[src/rtl/token_table_scheduler.sv]
// Boot loader and lookup/patch arbiter for the single-port token conversion table.
// Lookups win the port in RUN; a starvation guard forces a loader slot after STARVE_MAX denials.
module token_table_scheduler #(
    parameter int WIDTH      = 32,
    parameter int SIZE       = 102,
    parameter int ADDR_W     = 7,
    parameter int STARVE_MAX = 8
) (
    input  logic              clk,
    input  logic              reset,
    input  logic              reload,
    input  logic              ld_valid,
    input  logic [WIDTH-1:0]  ld_data,
    output logic              ld_ready,
    input  logic              lk_req,
    input  logic [ADDR_W-1:0] lk_addr,
    output logic              lk_grant,
    output logic              lk_valid,
    output logic [WIDTH-1:0]  lk_data,
    output logic [ADDR_W-1:0] tbl_addr,
    output logic              tbl_we,
    output logic [WIDTH-1:0]  tbl_wdata,
    input  logic [WIDTH-1:0]  tbl_rdata,
    output logic              table_ready,
    output logic              err_oob
);

    localparam int STW = $clog2(STARVE_MAX + 1);
    localparam logic [ADDR_W-1:0] LAST = ADDR_W'(SIZE - 1);
    localparam logic [STW-1:0]    SMAX = STW'(STARVE_MAX);

    typedef enum logic {BOOT, RUN} state_t;

    state_t            state;
    logic [ADDR_W-1:0] wr_ptr;
    logic [STW-1:0]    starve;
    logic              force_ld;
    logic              lk_oob;

    // Handshakes: a loader beat transfers on a cycle where ld_valid & ld_ready are both 1;
    // a lookup is taken on a cycle where lk_grant is 1 (lk_req is the valid), and its
    // result appears one cycle later as lk_valid/lk_data. Both are idle while reset is high.
    assign lk_grant  = ~reset & (state == RUN) & lk_req & ~force_ld;
    assign ld_ready  = ~reset & ~lk_grant;
    assign tbl_we    = ld_valid & ld_ready;
    assign tbl_wdata = ld_data;
    assign tbl_addr  = lk_grant ? lk_addr : wr_ptr;
    assign lk_oob    = (lk_addr > LAST);

    always_ff @(posedge clk) begin
        if (reset) begin
            state       <= BOOT;
            wr_ptr      <= '0;
            starve      <= '0;
            force_ld    <= 1'b0;
            table_ready <= 1'b0;
            lk_valid    <= 1'b0;
            lk_data     <= '0;
            err_oob     <= 1'b0;
        end else begin
            if (tbl_we) begin
                wr_ptr   <= (wr_ptr == LAST) ? '0 : wr_ptr + 1'b1;
                starve   <= '0;
                force_ld <= 1'b0;
                if (state == BOOT && wr_ptr == LAST) begin
                    state       <= RUN;
                    table_ready <= 1'b1;
                end
            end else if (state == RUN && ld_valid) begin
                // Force takes effect the cycle after the count reaches STARVE_MAX.
                if (starve != SMAX)
                    starve <= starve + 1'b1;
                if (starve >= SMAX - 1'b1)
                    force_ld <= 1'b1;
            end

            if (lk_grant) begin
                lk_valid <= 1'b1;
                lk_data  <= lk_oob ? '0 : tbl_rdata;
                if (lk_oob)
                    err_oob <= 1'b1;
            end else begin
                lk_valid <= 1'b0;
            end

            // reload overrides the pointer and sequencing but not the write or lookup itself.
            if (reload) begin
                state       <= BOOT;
                wr_ptr      <= '0;
                starve      <= '0;
                force_ld    <= 1'b0;
                table_ready <= 1'b0;
            end
        end
    end

endmodule

[config.mk]
export PLATFORM = sky130hd
export DESIGN_NAME = token_table_scheduler
export DESIGN_NICKNAME = d
export VERILOG_FILES = /design/src/rtl/token_table_scheduler.sv
export SDC_FILE = /design/constraint.sdc
export NUM_CORES = 1
export LEC_CHECK = 0
export ABC_AREA = 0
export BUFFER_PORTS_ARGS = -buffer_cell sky130_fd_sc_hd__buf_2
export CORE_UTILIZATION = 44
export DETAILED_ROUTE_END_ITERATION = 10
export HOLD_SLACK_MARGIN = 0.15
export PLACE_DENSITY = 0.86
export SKIP_LAST_GASP = 1
export SYNTH_ARGS = -nofsm -noshare
export SYNTH_HDL_FRONTEND = slang
export SYNTH_SLANG_ARGS = --single-unit
[constraint.sdc]
create_clock -name clk -period 4.1 [get_ports clk]
set_clock_uncertainty 0.1 [all_clocks]
set_input_delay 0.41 -clock clk [delete_from_list [all_inputs] [get_ports clk]]
set_output_delay 0.41 -clock clk [all_outputs]
set_load 0.005 [all_outputs]
Word-level counts from Yosys, hierarchy flattened
Cells that the tools add are included.
Word-level totals
  flip-flop bits (word level): 47
  bits of input ports: 76
  output and inout bits: 77
  logic and storage cells: 34
Cells by class
  $add $sub $neg: 2
  magnitude comparators: 2
  equality and inequality tests: 2
  mux-type cells: 4
  bitwise gates (word level): 9
  reduce and logical (&&, ||, !) cells: 8
Operators by type and width (count)
  32-bit 2-to-1 mux: 1
  7-bit 2-to-1 mux: 2
  2-bit AND reduction: 4
  7-bit by 1-bit adder with 7-bit output, second input constant: 1
  7-bit == test, second input constant: 1
  7-bit > comparator, second input constant: 1
  1-bit AND: 5
  4-bit by 1-bit adder with 4-bit output, second input constant: 1
  4-bit by 3-bit >= comparator with 1-bit output, second input constant: 1
  4-bit inequality test, second input constant: 1
  1-bit NOT: 4
  3-bit OR reduction: 1
  1-bit logical AND: 2
  2-bit OR reduction: 1
  1-bit 2-to-1 mux: 1

Longest topological paths before layout
  depth in word-level cells: 8
  gate-level depth with buffers: 7
  depth with buffers taken out: 6

Worst setup path before layout
Ideal clock, no wire load.
  path type: input to output
  start point: input lk_req
  end point: output tbl_addr[1]
  arrival time: 1.268 ns
  slack: 2.322 ns
  stages on the path: 6
  path through: and3b_1 > nand2_1 > buf_2 > inv_1 > buf_2 > o21ai_0
On the way
  cells in the longest elaborated chain, start to end: 3
Ends and longest elaborated chain
  start: declaration: line 15  | input logic lk_req,
  1-bit AND (2 in a row): line 43  | assign lk_grant = ~reset & (state == RUN) & lk_req & ~force_ld;
  net lk_grant: line 17  | output logic lk_grant,
  7-bit 2-to-1 mux: line 47  | assign tbl_addr = lk_grant ? lk_addr : wr_ptr;
  end: declaration: line 20  | output logic [ADDR_W-1:0] tbl_addr,
The timed path passes the listed nets, and every way through them passes these cells.

Worst setup path in the final report
  start point: input reset
  end point: output tbl_addr[1]
On the way
  cells in the longest elaborated chain, start to end: 5
Ends and longest elaborated chain
  start: declaration: line 10  | input logic reset,
  1-bit NOT: line 43
  1-bit AND (3 in a row): line 43
  7-bit 2-to-1 mux: line 47
Every way passes these cells.

==> flow_metrics.py <==
metrics = {
    "outcome": {
        "status": "finished with violations",
        "violations": "design-rule violations",
    },
    "setup_path": {
        "required_ps": 3590,
        "critical_path_class": "primary input to primary output",
        "rr_worst_depth": 5,
        "worstPathArrival_ps": 2270,
        "r2r-start": "state",
        "cp-end-kind": "primary output",
        "worstPathCellList": "buf_2 > inv_2 > nand2_1 > inv_1 > nand2_1 > o21ai_0 > buf_2",
        "cpMaxStageDelayCell": "nand2_1",
        "path_max_fanout": 35,
        "worst-r2r-setup-slack_ps": 1950,
        "crit_family": "buffers and inverters",
        "crit_buf_inv": 4,
        "worstSetupStartpointType": "primary input",
        "cpPeakStageDelay_ps": 560,
        "r2r_end": "lk_data[17]",
    },
    "power_and_ir_drop": {
        "p_int_mw": 0.718,
        "p_clk_share_pct": 44.4,
        "pwr-share-comb_pct": 4.3,
        "irDropWorstVdd_mv": 0.243,
        "p_sw_mw": 0.173,
        "p_total_mw": 0.891,
        "p_seq_share_pct": 51.3,
        "cellPowerDensity_nw_per_um2": 361,
        "leakagePower_nw": 1.15,
        "swShare_pct": 19.4,
    },
    "flow_run": {
        "drv_cap": 0,
    },
    "timing": {
        "period_share_pct": 67.9,
        "fin_tns_setup_ps": 0,
        "timing.slew.headroom_pct": 56.7,
        "setup_viol": 0,
        "fmax_mhz": 359,
        "hold_viol_final": 0,
        "min_period_ps": 2780,
        "finalWorstSetupSlack_ps": 1320,
        "rsz0062_at_grt": "no",
        "worst_pin_slew_ps": 648,
        "finalMaxSlewViolations": 0,
    },
    "placed_design": {
        "globalplace.congestion": 0.800,
        "dp.cells": 319,
        "io_buffers": 88,
        "dp_hpwl_um": 3410,
        "place_area_um2": 2340,
        "dp_slack_ps": 1310,
    },
    "clocking": {
        "cts_buffers": 5,
        "cts-htree-levels": 2,
        "cts-root-buf": "clkbuf_8",
        "ctsResizeCount": 0,
        "path_clk_slew_ps": 80,
        "clock_latency_ps": 290,
        "cts_setup_buffers": 0,
        "clock_path_buffers": 2,
        "cts_tree": "built",
        "clock-sinks": 47,
        "postCtsHoldBufs": 0,
    },
    "min_path": {
        "holdPathEnd": "wr_ptr[1]",
        "hold_depth": 2,
        "hold_path.class": "primary input to register",
        "hp-start": "reload",
    },
    "detailed_routing": {
        "drtIter0Drc": 138,
        "finalWirelength_um": 4740,
        "drc": 13,
        "vias": 1844,
        "drt_pass1_iterations": 8,
        "via_per_inst": 5.64,
        "wl_per_cell_um": 14.5,
        "postRouteAntennaNets": 0,
    },
    "synthesis": {
        "syn_area_um2": 2120,
        "avgSynthCellArea_um2": 9.50,
        "synth_flop_cell": "dfxtp_1",
        "synth_top_cell_by_area": "dfxtp_1",
        "yosys.area.top_type_share_pct": 44.4,
        "ys_warn_count": 0,
        "synth_fp_nets": 303,
        "synth_edf_count": 0,
        "synthArstFlopShare_pct": 0,
        "ys_top_cells_by_area": "dfxtp_1 (44%), a32o_1 (16%), buf_4 (11%), nand2_1 (4.8%), nor2_1 (2.5%)",
        "yosys_register_bits": 47,
        "synthCells": 223,
        "ys_seq_area_share_pct": 44.4,
        "synth_cell_types": 35,
    },
    "layout": {
        "mostFrequentLayoutCell": "buf_2",
        "fillers": 407,
        "layout-drive-gt1-share_pct": 38.5,
        "area_growth_pct": 16.7,
        "mostFrequentLayoutCells": "buf_2 (88), dfxtp_1 (47), a32o_1 (33)",
        "stdcell_count": 327,
        "multi_input_area_um2": 847,
        "seq_area_um2": 941,
        "final_nets": 354,
        "stdcell_area_um2": 2470,
        "n_antenna_cell": 0,
    },
    "floorplanning": {
        "rows": 24,
        "initial_core_util_pct": 47.0,
        "core_area_um2": 4500,
        "die_h_um": 71.4,
        "dieArea_um2": 5100,
        "num_io_pins": 153,
        "die_w_um": 71.4,
    },
    "global_routing": {
        "grt_usage_pct": 18.6,
        "antenna_found_initial": 0,
        "grt_max_degree": 36,
        "grt-ovfl-total": 0,
        "grt_pass1_wl_um": 7530,
        "grt_pass1_vias": 1683,
    },
}
-- metrics by stage --
step	utilization, %	hold WS, ps
5_1_grt	54.9	195
3_5_place_dp	51.9	367
3_3_place_gp	51.9	363
4_1_cts	54.9	190
2_1_floorplan	-	346
6_report	54.9	205
-- how the worst max path moves through the flow --
stage,startpoint,end,slack [ps],cells past startpoint
6_report,reset,tbl_addr[1],1320,7
5_1_grt,reset,tbl_addr[1],1080,7
4_1_cts,reset,tbl_addr[1],1310,7
3_5_place_dp,reset,tbl_addr[1],1310,7
3_3_place_gp,reset,tbl_addr[5],1410,7
2_1_floorplan,lk_req,tbl_addr[1],2320,6
-- layer usage --
metal,vias to the layer above,part of all wire (%),global-route usage (%)
met4,0,1.2,6.22
met3,8,8.6,5.34
met1,854,40,22.1
li1,874,-,-
met5,-,0,0
met2,108,50,32.3
-- flip-flops by register name, summed over array words and instances, names as in the netlist --
signal and flops:
lk_data 32, wr_ptr 7, starve 4, err_oob 1
force_ld 1, lk_valid 1, state 1
-- cells in the mapped netlist, types with 4 or more instances --
cell type / instances
buf_2: 7
dfxtp_1: 47
buf_4: 32
nand3_1: 5
a21oi_1: 7
nand2_1: 27
clkbuf_1: 6
o21ai_0: 4
a32o_1: 33
ha_1: 4
inv_1: 7
nor2_1: 14
-- final cells by class --
cell class,count,area share (%)
Clock buffer,6,2.94
Clock inverter,2,2.43
Inverter,8,1.22
Multi-Input combinational cell,122,34.3
Sequential cell,47,38.1
Tap cell,52,2.63
Timing Repair Buffer,90,18.4
-- logic make-up (layout without fill, tap and decap cells) --
kind of cell / Yosys count / after routing / synth area share [%]
compound gates: 52 / 52 / 21.1
xor+xnor: 2 / 2 / 0.827
fa+ha+maj: 4 / 4 / 2.36
buf+inv: 54 / 106 / 15.7
flops: 47 / 47 / 44.4
mux: 1 / 1 / 0.473
simple gates: 63 / 63 / 15.1
-- power by group through the flow --
stage | Clock [mW] | Sequential (mW) | Combinational [mW]
final | 0.395 | 0.457 | 0.0387
after global routing | 0.420 | 0.457 | 0.0434
after CTS | 0.405 | 0.457 | 0.0385
after detailed placement | 0 | 0.468 | 0.0383
after global placement | 0 | 0.468 | 0.0379
after floorplan | 0 | 0.468 | 0.0375
Power figures use the tool's default switching activity.
